**config.mk**
```make
export PLATFORM = sky130hd
export DESIGN_NAME = rc4_encrypt
export DESIGN_NICKNAME = d
export VERILOG_FILES = /design/src/rtl/rc4_encrypt.sv
export SDC_FILE = /design/constraint.sdc
export NUM_CORES = 1
export LEC_CHECK = 0
export BUFFER_PORTS_ARGS = -buffer_cell sky130_fd_sc_hd__buf_2
export CORE_ASPECT_RATIO = 0.7
export CORE_MARGIN = 5
export CORE_UTILIZATION = 35
export CTS_CLUSTER_DIAMETER = 60
export DETAILED_ROUTE_END_ITERATION = 7
export SLEW_MARGIN = 20
export SYNTH_ARGS = -nofsm -noshare
export SYNTH_HDL_FRONTEND = slang
export SYNTH_SLANG_ARGS = --single-unit
```
**constraint.sdc**
```tcl
create_clock -name clk -period 4.4 [get_ports clk]
set_input_delay 0.22 -clock clk [delete_from_list [all_inputs] [get_ports clk]]
set_output_delay 0.22 -clock clk [all_outputs]
set_load 0.005 [all_outputs]
```
**src/rtl/rc4_encrypt.sv**
```systemverilog
// rc4_encrypt: length-prefixed RC4 encryptor driving external S, plaintext and ciphertext memories.
// Define RC4E_PERF_CNT_EN to add the cycles[15:0] port counting busy cycles of the last operation.
module rc4_encrypt (
    input  logic        clk,
    input  logic        rst_n,
    input  logic        en,
    output logic        rdy,
    input  logic [23:0] key,
    output logic [7:0]  s_addr,
    input  logic [7:0]  s_rddata,
    output logic [7:0]  s_wrdata,
    output logic        s_wren,
    output logic [7:0]  pt_addr,
    input  logic [7:0]  pt_rddata,
    output logic [7:0]  ct_addr,
    output logic [7:0]  ct_wrdata,
    output logic        ct_wren
`ifdef RC4E_PERF_CNT_EN
    ,
    output logic [15:0] cycles
`endif
);
    typedef enum logic [3:0] {
        S_IDLE, S_INIT, S_RI, S_DI, S_RJ, S_DJ, S_WI, S_WJ,
        S_RT, S_DT, S_LEN, S_DLEN, S_FIN
    } state_t;

    state_t      r_state;
    logic        r_rdy, r_s_wren, r_ct_wren, r_prga;
    logic [7:0]  r_s_addr, r_s_wrdata, r_pt_addr, r_ct_addr, r_ct_wrdata;
    logic [7:0]  r_i, r_j, r_k, r_len, r_si, r_sj, r_pt;
    logic [1:0]  r_m;
    logic [23:0] r_key;
    logic [7:0]  w_kb, w_jn;

    // KSA mixes in key byte i%3; PRGA shares the same swap sequence with no key term
    assign w_kb = r_prga ? 8'd0 : r_m == 2'd0 ? r_key[23:16] : r_m == 2'd1 ? r_key[15:8] : r_key[7:0];
    assign w_jn = r_j + s_rddata + w_kb;

    always_ff @(posedge clk or negedge rst_n) begin
        if (!rst_n) begin
            r_state     <= S_IDLE;
            r_rdy       <= 1'b1;
            r_s_wren    <= 1'b0;
            r_ct_wren   <= 1'b0;
            r_prga      <= 1'b0;
            r_s_addr    <= 8'd0;
            r_s_wrdata  <= 8'd0;
            r_pt_addr   <= 8'd0;
            r_ct_addr   <= 8'd0;
            r_ct_wrdata <= 8'd0;
            r_i         <= 8'd0;
            r_j         <= 8'd0;
            r_k         <= 8'd0;
            r_len       <= 8'd0;
            r_si        <= 8'd0;
            r_sj        <= 8'd0;
            r_pt        <= 8'd0;
            r_m         <= 2'd0;
            r_key       <= 24'd0;
        end else begin
            r_ct_wren <= 1'b0;
            case (r_state)
                S_IDLE: if (en) begin
                    r_key      <= key;
                    r_rdy      <= 1'b0;
                    r_prga     <= 1'b0;
                    r_i        <= 8'd0;
                    r_s_addr   <= 8'd0;
                    r_s_wrdata <= 8'd0;
                    r_s_wren   <= 1'b1;
                    r_state    <= S_INIT;
                end
                S_INIT: if (r_i == 8'd255) begin
                    r_s_wren <= 1'b0;
                    r_s_addr <= 8'd0;
                    r_i      <= 8'd0;
                    r_j      <= 8'd0;
                    r_m      <= 2'd0;
                    r_state  <= S_RI;
                end else begin
                    r_i        <= r_i + 8'd1;
                    r_s_addr   <= r_i + 8'd1;
                    r_s_wrdata <= r_i + 8'd1;
                end
                S_RI: r_state <= S_DI;
                S_DI: begin
                    r_si     <= s_rddata;
                    r_pt     <= pt_rddata;
                    r_j      <= w_jn;
                    r_s_addr <= w_jn;
                    r_state  <= S_RJ;
                end
                S_RJ: r_state <= S_DJ;
                S_DJ: begin
                    r_sj       <= s_rddata;
                    r_s_addr   <= r_i;
                    r_s_wrdata <= s_rddata;
                    r_s_wren   <= 1'b1;
                    r_state    <= S_WI;
                end
                S_WI: begin
                    r_s_addr   <= r_j;
                    r_s_wrdata <= r_si;
                    r_state    <= S_WJ;
                end
                S_WJ: begin
                    r_s_wren <= 1'b0;
                    if (r_prga) begin
                        r_s_addr <= r_si + r_sj;
                        r_state  <= S_RT;
                    end else if (r_i == 8'd255) begin
                        r_pt_addr <= 8'd0;
                        r_state   <= S_LEN;
                    end else begin
                        r_i      <= r_i + 8'd1;
                        r_m      <= r_m == 2'd2 ? 2'd0 : r_m + 2'd1;
                        r_s_addr <= r_i + 8'd1;
                        r_state  <= S_RI;
                    end
                end
                S_RT: r_state <= S_DT;
                S_DT: begin
                    r_ct_addr   <= r_k;
                    r_ct_wrdata <= s_rddata ^ r_pt;
                    r_ct_wren   <= 1'b1;
                    // the ct write overlaps the first S read of the next byte
                    if (r_k == r_len) r_state <= S_FIN;
                    else begin
                        r_k       <= r_k + 8'd1;
                        r_i       <= r_i + 8'd1;
                        r_s_addr  <= r_i + 8'd1;
                        r_pt_addr <= r_k + 8'd1;
                        r_state   <= S_RI;
                    end
                end
                S_LEN: r_state <= S_DLEN;
                S_DLEN: begin
                    r_len       <= pt_rddata;
                    r_ct_addr   <= 8'd0;
                    r_ct_wrdata <= pt_rddata;
                    r_ct_wren   <= 1'b1;
                    if (pt_rddata == 8'd0) r_state <= S_FIN;
                    else begin
                        r_prga    <= 1'b1;
                        r_i       <= 8'd1;
                        r_j       <= 8'd0;
                        r_k       <= 8'd1;
                        r_s_addr  <= 8'd1;
                        r_pt_addr <= 8'd1;
                        r_state   <= S_RI;
                    end
                end
                S_FIN: begin
                    r_rdy   <= 1'b1;
                    r_state <= S_IDLE;
                end
                default: r_state <= S_IDLE;
            endcase
        end
    end

    assign rdy       = r_rdy;
    assign s_addr    = r_s_addr;
    assign s_wrdata  = r_s_wrdata;
    assign s_wren    = r_s_wren;
    assign pt_addr   = r_pt_addr;
    assign ct_addr   = r_ct_addr;
    assign ct_wrdata = r_ct_wrdata;
    assign ct_wren   = r_ct_wren;

`ifdef RC4E_PERF_CNT_EN
    logic [15:0] r_cycles;

    always_ff @(posedge clk or negedge rst_n) begin
        if (!rst_n) r_cycles <= 16'd0;
        else if (r_rdy && en) r_cycles <= 16'd0;
        else if (!r_rdy) r_cycles <= r_cycles + 16'd1;
    end

    assign cycles = r_cycles;
`endif
endmodule
```
==> impl_metrics.tcl, run 1 <==
set metrics [dict create \
    die_w_um 179 \
    die_area_um2 22900 \
    reg2reg_to "s_addr[7]" \
    p_seq_frac 0.324 \
    p_int_w 0.00357 \
    setup_viol 0 \
    min_period_ps 3680 \
    viasPerCell 5.15 \
    cts_max_level 4 \
    cp_slowest_cell "dfrtp_1" \
    path_depth 13 \
    path_clk_slew_ps 60 \
    worstPathArrival_ps 3990 \
    grt_pass1_wl_um 30700 \
    min_period_over_period 0.836 \
    crit_start "r_m[0]" \
    synthesis.area_um2 6970 \
    rsz0062_at_grt "false" \
    rrSetupSlack_ps 720 \
    syn_inst 698 \
    synth_seq_cells 130 \
    grt_pass1_vias 5271 \
    end_kind "flip-flop" \
    synthArstFlopShare 1.00 \
    first_pass_iters 7 \
    hp-class "input port to flip-flop" \
    numPortBuffers 85 \
    grt_overflow 0 \
    wire_per_inst_um 17.9 \
    synth_top_cell_by_area "dfrtp_1" \
    final_area_um2 8240 \
    seq_area_frac_synth 0.467 \
    syn_avg_cell_area_um2 9.99 \
    power.share.clock 0.226 \
    final.setup.tns_ps 0 \
    hold_viol 0 \
    cap_violations 0 \
    coreArea_um2 19700 \
    fillers 1981 \
    cts_tree "yes" \
    grt_max_degree 98 \
    switchingPower_w 0.00242 \
    ys.flop_type "dfrtp_1" \
    fmax_ghz 0.272 \
    root_buffer "clkbuf_16" \
    clk_latency_ps 430 \
    rows 43 \
    crit_type "flip-flop to flip-flop" \
    max_stage_delay_ps 680 \
    worstMarginPinSlew_ps 1060 \
    slew_headroom 0.291 \
    place_area_um2 7670 \
    start_util 0.354 \
    die_y_um 128 \
    gp_congestion 0.926 \
    drc 0 \
    antenna_found_initial 0 \
    synth.distinct_cells 70 \
    wl_um 19100 \
    finalMaxSlewViolations 0 \
    ys_warn_count 0 \
    cp_top_family "adder cells" \
    io_pins 86 \
    hpwlAfterDp_um 13800 \
    clockBufferDepth 2 \
    p_sw_frac 0.404 \
    syn_to_final_growth_pct 18.2 \
    reg2reg_from "r_m[0]" \
    rr_worst_depth 13 \
    synth_edf_count 0 \
    min-delay-start "key[12]" \
    path_cells "mux2i_1 -> nor2_1 -> a21oi_1 -> nor2_1 -> fa_1 -> ha_1 -> fa_1 -> a211oi_1 -> o21ai_0 -> and3_1 -> mux2i_1 -> o211ai_1 -> mux2_2" \
    power_density_nw_per_um2 727 \
    synth_fp_nets 765 \
    cts_sinks 130 \
    nets 846 \
    dr_total_vias 5464 \
    antennaDiodeCount 0 \
    crit_required_ps 4710 \
    run_status "complete, no violations" \
    finalClockSkew_ps 10.8 \
    whs_ps 22.3 \
    synth_top_area_frac 0.463 \
    ant_nets 0 \
    crit_buf_inv 0 \
    synthTopCellsByArea "dfrtp_1 (46%), nand2_1 (6.9%), mux2_2 (6.6%)" \
    start_kind "flip-flop" \
    crit_fanout 11 \
    p_leak_nw 3.95 \
    drtIter0Drc 473 \
    irDropWorstVdd_v 0.000301 \
    grt.total_usage 0.172 \
    cts_buffers 17 \
    p_comb_frac 0.450 \
    drive_gt1_frac 0.239 \
    crit_end "s_addr[7]" \
]
Yosys cell counts, drive strengths merged (6+ instances only):
cell / count
inv: 9
clkbuf: 9
mux2: 41
xnor2: 21
nand2b: 10
buf: 26
dfrtp: 129
a21o: 20
ha: 15
a22o: 9
nor2: 51
a211oi: 7
o21ai: 47
a21oi: 35
xor2: 15
nand2: 129
nand3: 15
fa: 9
mux2i: 10
nor3: 6
a222oi: 8
power groups by stage:
stage                     Sequential [W]  Clock [W]  Combinational (W)
after floorplan                  0.00183          0            0.00202
after global placement           0.00196          0            0.00262
after detailed placement         0.00196          0            0.00266
after CTS                        0.00194    0.00137            0.00268
after global routing             0.00200    0.00143            0.00300
final                            0.00194    0.00135            0.00269
worst min-delay path by stage:
| stage | end | slack, ps | depth (start not counted) |
|---|---|---|---|
| floorplan | ct_addr[0] | -80 | 0 |
| global placement | ct_addr[5] | 380 | 1 |
| detailed placement | ct_addr[5] | 380 | 1 |
| CTS | r_key[20] | 10 | 2 |
| global route | r_key[22] | 10 | 2 |
| finish | r_key[12] | 20 | 2 |
logic make-up (layout without fill, tap and decap cells):
group / Yosys count / in the layout / synth area share
compound gates: 160 / 160 / 0.155
xor+xnor: 36 / 36 / 0.0452
fa+ha+maj: 24 / 24 / 0.0528
buf+inv: 44 / 138 / 0.0296
flops: 130 / 130 / 0.467
mux: 51 / 51 / 0.0806
simple gates: 253 / 253 / 0.170
per-stage QoR:
stage / power, W / utilization / setup WS [ps] / instances
2_1_floorplan: 0.00385 / - / 950 / 698
3_3_place_gp: 0.00458 / 0.389 / 903 / 1028
3_5_place_dp: 0.00462 / 0.390 / 771 / 1029
4_1_cts: 0.00600 / 0.419 / 725 / 1062
5_1_grt: 0.00643 / 0.419 / 498 / 1062
6_report: 0.00599 / 0.419 / 720 / 1062
state kept, by name, indices dropped and copies added (netlist names), 4 cells and up:
| register | flops |
|---|---|
| ct_wrdata | 8 |
| r_len | 8 |
| r_k | 8 |
| pt_addr | 8 |
| s_wrdata | 8 |
| r_key | 24 |
| r_sj | 8 |
| r_si | 8 |
| r_j | 8 |
| r_i | 8 |
| r_state | 4 |
| s_addr | 8 |
| r_pt | 8 |
| ct_addr | 8 |
per-layer routing:
| metal | vias to the layer above | track usage | routed length [um] | part of all wire |
|---|---|---|---|---|
| li1 | 2653 | - | - | - |
| met1 | 2628 | 0.275 | 9940 | 0.52 |
| met2 | 166 | 0.222 | 7550 | 0.40 |
| met3 | 17 | 0.0486 | 1370 | 0.072 |
| met4 | 0 | 0.0465 | 200 | 0.010 |
| met5 | - | 0 | 0 | 0 |
timing repair:
action,4_1_cts,5_1_grt
setup buffers,0,0
resized for setup,0,0
hold buffers,1,0
endpoints found under the hold margin,96,0
area by class of cell:
cell class	instances	area (um^2)	share of cell area
clock buffer	17	425	0.0516
clock inverter	15	135	0.0164
inverter	9	33.8	0.00410
multi-input combinational	524	3530	0.428
sequential	130	3250	0.395
tap	270	338	0.0410
timing repair buffer	97	528	0.0641
layout by cell type (no fill, tap or decap), types with 5 or more instances in the layout:
master        n
nor2_1       49
buf_2        84
a21o_1       20
nor3_1        5
a211oi_1      7
clkbuf_16    17
nand2_1     129
a222oi_1      8
buf_4        10
a22o_1        9
a22oi_1       5
mux2_2       41
ha_1         15
nor4_1        5
xnor2_1      21
inv_1         9
and3_1        5
o21ai_0      43
xor2_1       15
clkinvlp_4    5
nand3_1      12
a21oi_1      33
fa_1          9
nand2b_1     10
dfrtp_1     129
mux2i_1      10
nor2b_1       5
(Power assumes the default switching activity.)
==> run 2: changes to the inputs <==
==> constraint.sdc (replaced) <==
create_clock -name clk -period 3.2 [get_ports clk]
set_input_delay 0.16 -clock clk [delete_from_list [all_inputs] [get_ports clk]]
set_output_delay 0.16 -clock clk [all_outputs]
set_load 0.005 [all_outputs]
==> run 2 against run 1 <==
- utilization rose by 2.9 points
- clock power rose by 55%
- largest cell class unchanged
- final area rose by 6.8%
- highest routed layer unchanged
- clock skew fell by 2.5 ps
- setup slack got worse by 660 ps
- sequential power rose by 38%
- global-route usage rose by 0.60 points
- final cell count rose by 4.1%
- flip-flop and latch count did not move
- critical path depth fell by 1
- via count rose by 4.5%
==> impl_metrics.tcl, run 2 (synthesized netlist as in run 1, its figures left out) <==
set metrics [dict create \
    run_status "complete, no violations" \
    ant_nets 0 \
    numPortBuffers 85 \
    layout_commonest_cell "nand2_1" \
    cp_top_family "adder cells" \
    drc 0 \
    dr_total_vias 5711 \
    hpwlAfterDp_um 14200 \
    finalClockSkew_ps 8.33 \
    grt.total_usage 0.178 \
    clockBufferDepth 2 \
    crit_type "flip-flop to flip-flop" \
    postCtsSetupBuffers 0 \
    final_area_um2 8800 \
    grt_pass1_wl_um 31600 \
    place_area_um2 7790 \
    irDropWorstVdd_v 0.000459 \
    min_period_over_period 0.982 \
    clk_latency_ps 420 \
    path_cells "mux2i_1 -> nor2_1 -> a21oi_1 -> nor2_1 -> fa_1 -> ha_2 -> fa_2 -> buf_4 -> xor2_1 -> a222oi_1 -> o311ai_1 -> mux2_2" \
    min_period_ps 3140 \
    syn_to_final_growth_pct 26.3 \
    finalPower_w 0.00895 \
    nets 890 \
    slew_headroom 0.474 \
    viasPerCell 5.16 \
    wire_per_inst_um 17.8 \
    final_cell_mix "nand2_1 (129), dfrtp_1 (128), buf_2 (84)" \
    final.setup.tns_ps 0 \
    hold_viol 0 \
    io_pins 86 \
    grt_pass1_vias 5533 \
    drive_gt1_frac 0.258 \
    crit_required_ps 3500 \
    die_area_um2 22900 \
    dp_cells 1044 \
    start_util 0.354 \
    die_w_um 179 \
    gp_congestion 0.912 \
    instances_no_fill 1106 \
    antennaDiodeCount 0 \
    worstMarginPinSlew_ps 789 \
    rows 43 \
    cts_buffers 17 \
    finalMaxSlewViolations 0 \
    max_stage_delay_ps 450 \
    start_kind "flip-flop" \
    drtIter0Drc 485 \
    grt_overflow 0 \
    die_y_um 128 \
    cts_sinks 130 \
    path_clk_slew_ps 60 \
    coreArea_um2 19700 \
    hp-class "input port to flip-flop" \
    largest_reg_flops 24 \
    cp_slowest_cell "fa_1" \
    wl_um 19700 \
    antenna_found_initial 0 \
    p_leak_nw 4.21 \
    power_density_nw_per_um2 1020 \
    root_buffer "clkbuf_16" \
    cpMostUsedCell "nor2_1" \
    setup_viol 0 \
    first_pass_iters 5 \
    rsz0062_at_grt "true" \
    worstPathArrival_ps 3440 \
    cts_tree "yes" \
    grt_max_degree 85 \
    cts_max_level 4 \
    fmax_ghz 0.318 \
    cap_violations 0 \
    crit_fanout 5 \
    regMostFlops "r_key" \
    crit_buf_inv 1 \
    end_kind "flip-flop" \
]
-- run 2: final timing paths --
kind / startpoint / to / slack, ps / depth (start not counted)
setup reg to reg: r_m[0] / s_addr[3] / 60 / 12
setup / recovery: r_m[0] / s_addr[3] / 60 / 12
min in group asynchronous: rst_n / ct_addr[3] / 370 / 2
hold reg to reg: ct_wrdata[0] / ct_wrdata[0] / 470 / 2
hold / removal: pt_rddata[4] / r_pt[4] / 10 / 3
max in group asynchronous: rst_n / rdy / 2050 / 3
-- run 2: power breakdown --
part	total [W]	internal, W	leakage, nW	switching [W]
registers	0.00268	0.00220	1.62	0.000484
clock network	0.00209	0.00135	0.307	0.000742
logic	0.00418	0.00196	2.28	0.00222
-- run 2: cell type report --
type / instances / area [um^2]
fillers: 1937 / 10900
multi-input cells: 524 / 3600
flip-flops and latches: 130 / 3260
repair buffers: 141 / 945
clock buffers: 20 / 457
well taps: 270 / 338
clock inverters: 12 / 180
inverters: 9 / 33.8
-- run 2: routing by layer --
layer | routed length, um | up-vias | track usage
li1 | - | 2723 | -
met4 | 276 | 0 | 0.0478
met1 | 9870 | 2778 | 0.274
met5 | 0 | - | 0
met2 | 7980 | 189 | 0.240
met3 | 1530 | 21 | 0.0537
-- run 2: worst register-to-register path: stages, from the launching register on --
cell and delay [ps]:
dfrtp_2 420, mux2i_1 200, nor2_1 50, a21oi_1 120, nor2_1 70, fa_1 450, ha_2 210, fa_2 400
buf_4 160, xor2_1 150, a222oi_1 370, o311ai_1 150, mux2_2 280
-- run 2: timing repair --
action | 4_1_cts | 5_1_grt
endpoints found under the hold margin | 111 | 0
endpoints found under the setup margin | 4 | 5
resized for setup | 5 | 14
hold buffers | 29 | 0
pin swaps | 2 | 8
-- run 2: stage by stage --
step                utilization  hold slack [ps]  worst slack, ps
finish                    0.447             10.9             58.7
global route              0.447           0.0754            -97.6
CTS                       0.444            0.345             17.1
detailed placement        0.396              262            -73.7
global placement          0.396              265            -8.68
floorplan                     -             -136             6.61
==> run 3: changes to the inputs <==
--- a/config.mk
+++ b/config.mk
@@ -11,6 +11,7 @@
 export CORE_UTILIZATION = 35
 export CTS_CLUSTER_DIAMETER = 60
 export DETAILED_ROUTE_END_ITERATION = 7
+export REMOVE_ABC_BUFFERS = 1
 export SLEW_MARGIN = 20
 export SYNTH_ARGS = -nofsm -noshare
 export SYNTH_HDL_FRONTEND = slang
==> run 3 against run 2 <==
- utilization fell by 0.26 points
- register-to-register slack improved by 70 ps
- non-clock buffer count did not move
- critical path type unchanged
- wire length fell by 3.1%
- die area did not move
- power is 3.7% lower
- count of clock-buffer cells in the layout did not move
- sequential power about the same
- via count fell by 1.6%
==> impl_metrics.tcl, run 3 (synthesized netlist as in run 1, its figures left out) <==
set metrics [dict create \
    instances_no_fill 1105 \
    rows 43 \
    largest_reg_flops 24 \
    holdPathEnd "r_pt[7]" \
    worstPathArrival_ps 3390 \
    min_period_over_period 0.961 \
    antenna_found_initial 0 \
    p_comb_frac 0.455 \
    hp-class "input port to flip-flop" \
    p_leak_nw 4.18 \
    wire_per_inst_um 17.2 \
    final_cell_mix "nand2_1 (129), dfrtp_1 (129), buf_2 (84)" \
    finalMaxSlewViolations 0 \
    wl_um 19100 \
    fillers 1937 \
    antennaDiodeCount 0 \
    max_stage_delay_ps 440 \
    gp_congestion 0.905 \
    grt_pass1_vias 5472 \
    coreArea_um2 19700 \
    cts_max_level 4 \
    end_kind "flip-flop" \
    die_y_um 128 \
    crit_required_ps 3520 \
    path_cells "mux2i_1 -> nor2_1 -> a21oi_1 -> nor2_1 -> fa_1 -> ha_2 -> fa_2 -> a211oi_2 -> o21ai_2 -> and3_1 -> mux2i_1 -> o211ai_1 -> mux2_2" \
    p_sw_frac 0.386 \
    grt_overflow 0 \
    viasPerCell 5.09 \
    syn_to_final_growth_pct 25.6 \
    hold_viol 0 \
    cts_sinks 130 \
    dr_total_vias 5622 \
    run_status "complete, no violations" \
    io_pins 86 \
    die_area_um2 22900 \
    grt_max_degree 70 \
    ant_nets 0 \
    rsz0062_at_grt "true" \
    hpwlAfterDp_um 13700 \
    crit_start "r_m[0]" \
    reg2reg_from "r_m[0]" \
    finalPower_w 0.00862 \
    grt.total_usage 0.174 \
    drc 0 \
    dp_cells 1041 \
    path_depth 13 \
    drive_gt1_frac 0.248 \
    numPortBuffers 85 \
    nets 890 \
    slew_headroom 0.485 \
    finalWorstSetupSlack_ps 126 \
    clk_latency_ps 430 \
    crit_fanout 3 \
    worstMarginPinSlew_ps 772 \
    power.share.clock 0.237 \
    crit_buf_inv 0 \
    min-delay-start "pt_rddata[7]" \
    min_period_ps 3070 \
    post-place-ws_ps -49.8 \
    finalClockSkew_ps 14.6 \
    p_int_w 0.00529 \
    path_clk_slew_ps 60 \
    root_buffer "clkbuf_16" \
    rr_worst_depth 13 \
    rrSetupSlack_ps 130 \
    regMostFlops "r_key" \
    setup_viol 0 \
    fin_util 0.445 \
    reg2reg_to "s_addr[7]" \
    cap_violations 0 \
    fmax_ghz 0.325 \
    start_kind "flip-flop" \
    first_pass_iters 6 \
    start_util 0.354 \
    clockBufferDepth 2 \
    irDropWorstVdd_v 0.000435 \
    cp_top_family "adder cells" \
    drtIter0Drc 592 \
    cp_slowest_cell "fa_1" \
    switchingPower_w 0.00333 \
    min_path_cells 3 \
    power_density_nw_per_um2 985 \
    p_seq_frac 0.308 \
    cts_tree "yes" \
    crit_type "flip-flop to flip-flop" \
    grt_pass1_wl_um 30900 \
    cts_buffers 17 \
    die_w_um 179 \
]
## run 3: cell count changes in the layout (fill, tap and decap cells not counted), moves of 2 or more
| cell | delta |
|---|---|
| buf_4 | -3 |
| dlygate4sd3_1 | +3 |
| ha_1 | +2 |
| o21ai_1 | +2 |
## run 3: timing repair
item | CTS | global route
pin swaps | 0 | 2
gates resized for setup | 1 | 13
cloned | 0 | 0
setup endpoints to repair | 1 | 5
hold buffers | 32 | 0
endpoints found under the hold margin | 99 | 0
buffers inserted | 0 | 1
## run 3: area by class of cell
cell class	count	area (um^2)	share of cell area
well taps	270	338	0.0386
multi-input cells	524	3560	0.407
clock inverters	11	154	0.0176
repair buffers	141	952	0.109
clock buffers	20	457	0.0522
flip-flops and latches	130	3250	0.372
inverters	9	33.8	0.00386
## run 3: power groups by stage
stage | combinational, W | sequential, W | clock, W
after global placement | 0.00365 | 0.00267 | 0
after detailed placement | 0.00371 | 0.00268 | 0
after CTS | 0.00378 | 0.00265 | 0.00208
after floorplan | 0.00257 | 0.00262 | 0
after global routing | 0.00440 | 0.00274 | 0.00215
final | 0.00392 | 0.00266 | 0.00204
## run 3: how the worst max path moves through the flow
stage                 to  slack [ps]
4_1_cts        s_addr[7]         0.5
3_5_place_dp   s_addr[7]         -50
6_report       s_addr[7]         130
2_1_floorplan  s_addr[7]        -350
5_1_grt        s_addr[7]         -90
3_3_place_gp   s_addr[7]           6
## run 3: metal layers
metal	part of all wire	up-vias	wire [um]	global-route usage
li1	-	2725	-	-
met1	0.50	2716	9590	0.263
met2	0.42	162	8030	0.246
met3	0.062	19	1190	0.0430
met4	0.013	0	248	0.0483
met5	0	-	0	0
## run 3: worst reg2reg max path, cell delays in order (launching register included)
cell      delay [ps]
dfrtp_1          410
mux2i_1          220
nor2_1            50
a21oi_1          140
nor2_1            70
fa_1             440
ha_2             210
fa_2             350
a211oi_2         260
o21ai_2           90
and3_1           160
mux2i_1          190
o211ai_1         110
mux2_2           270
## run 3: per-stage QoR
step	cell area [um^2]	hold slack, ps	TNS, ps
floorplan	6800	-136	-2490
global placement	7760	220	0
detailed placement	7770	225	-49.8
CTS	8700	10.7	0
global route	8750	23.0	-121
finish	8750	20.7	0
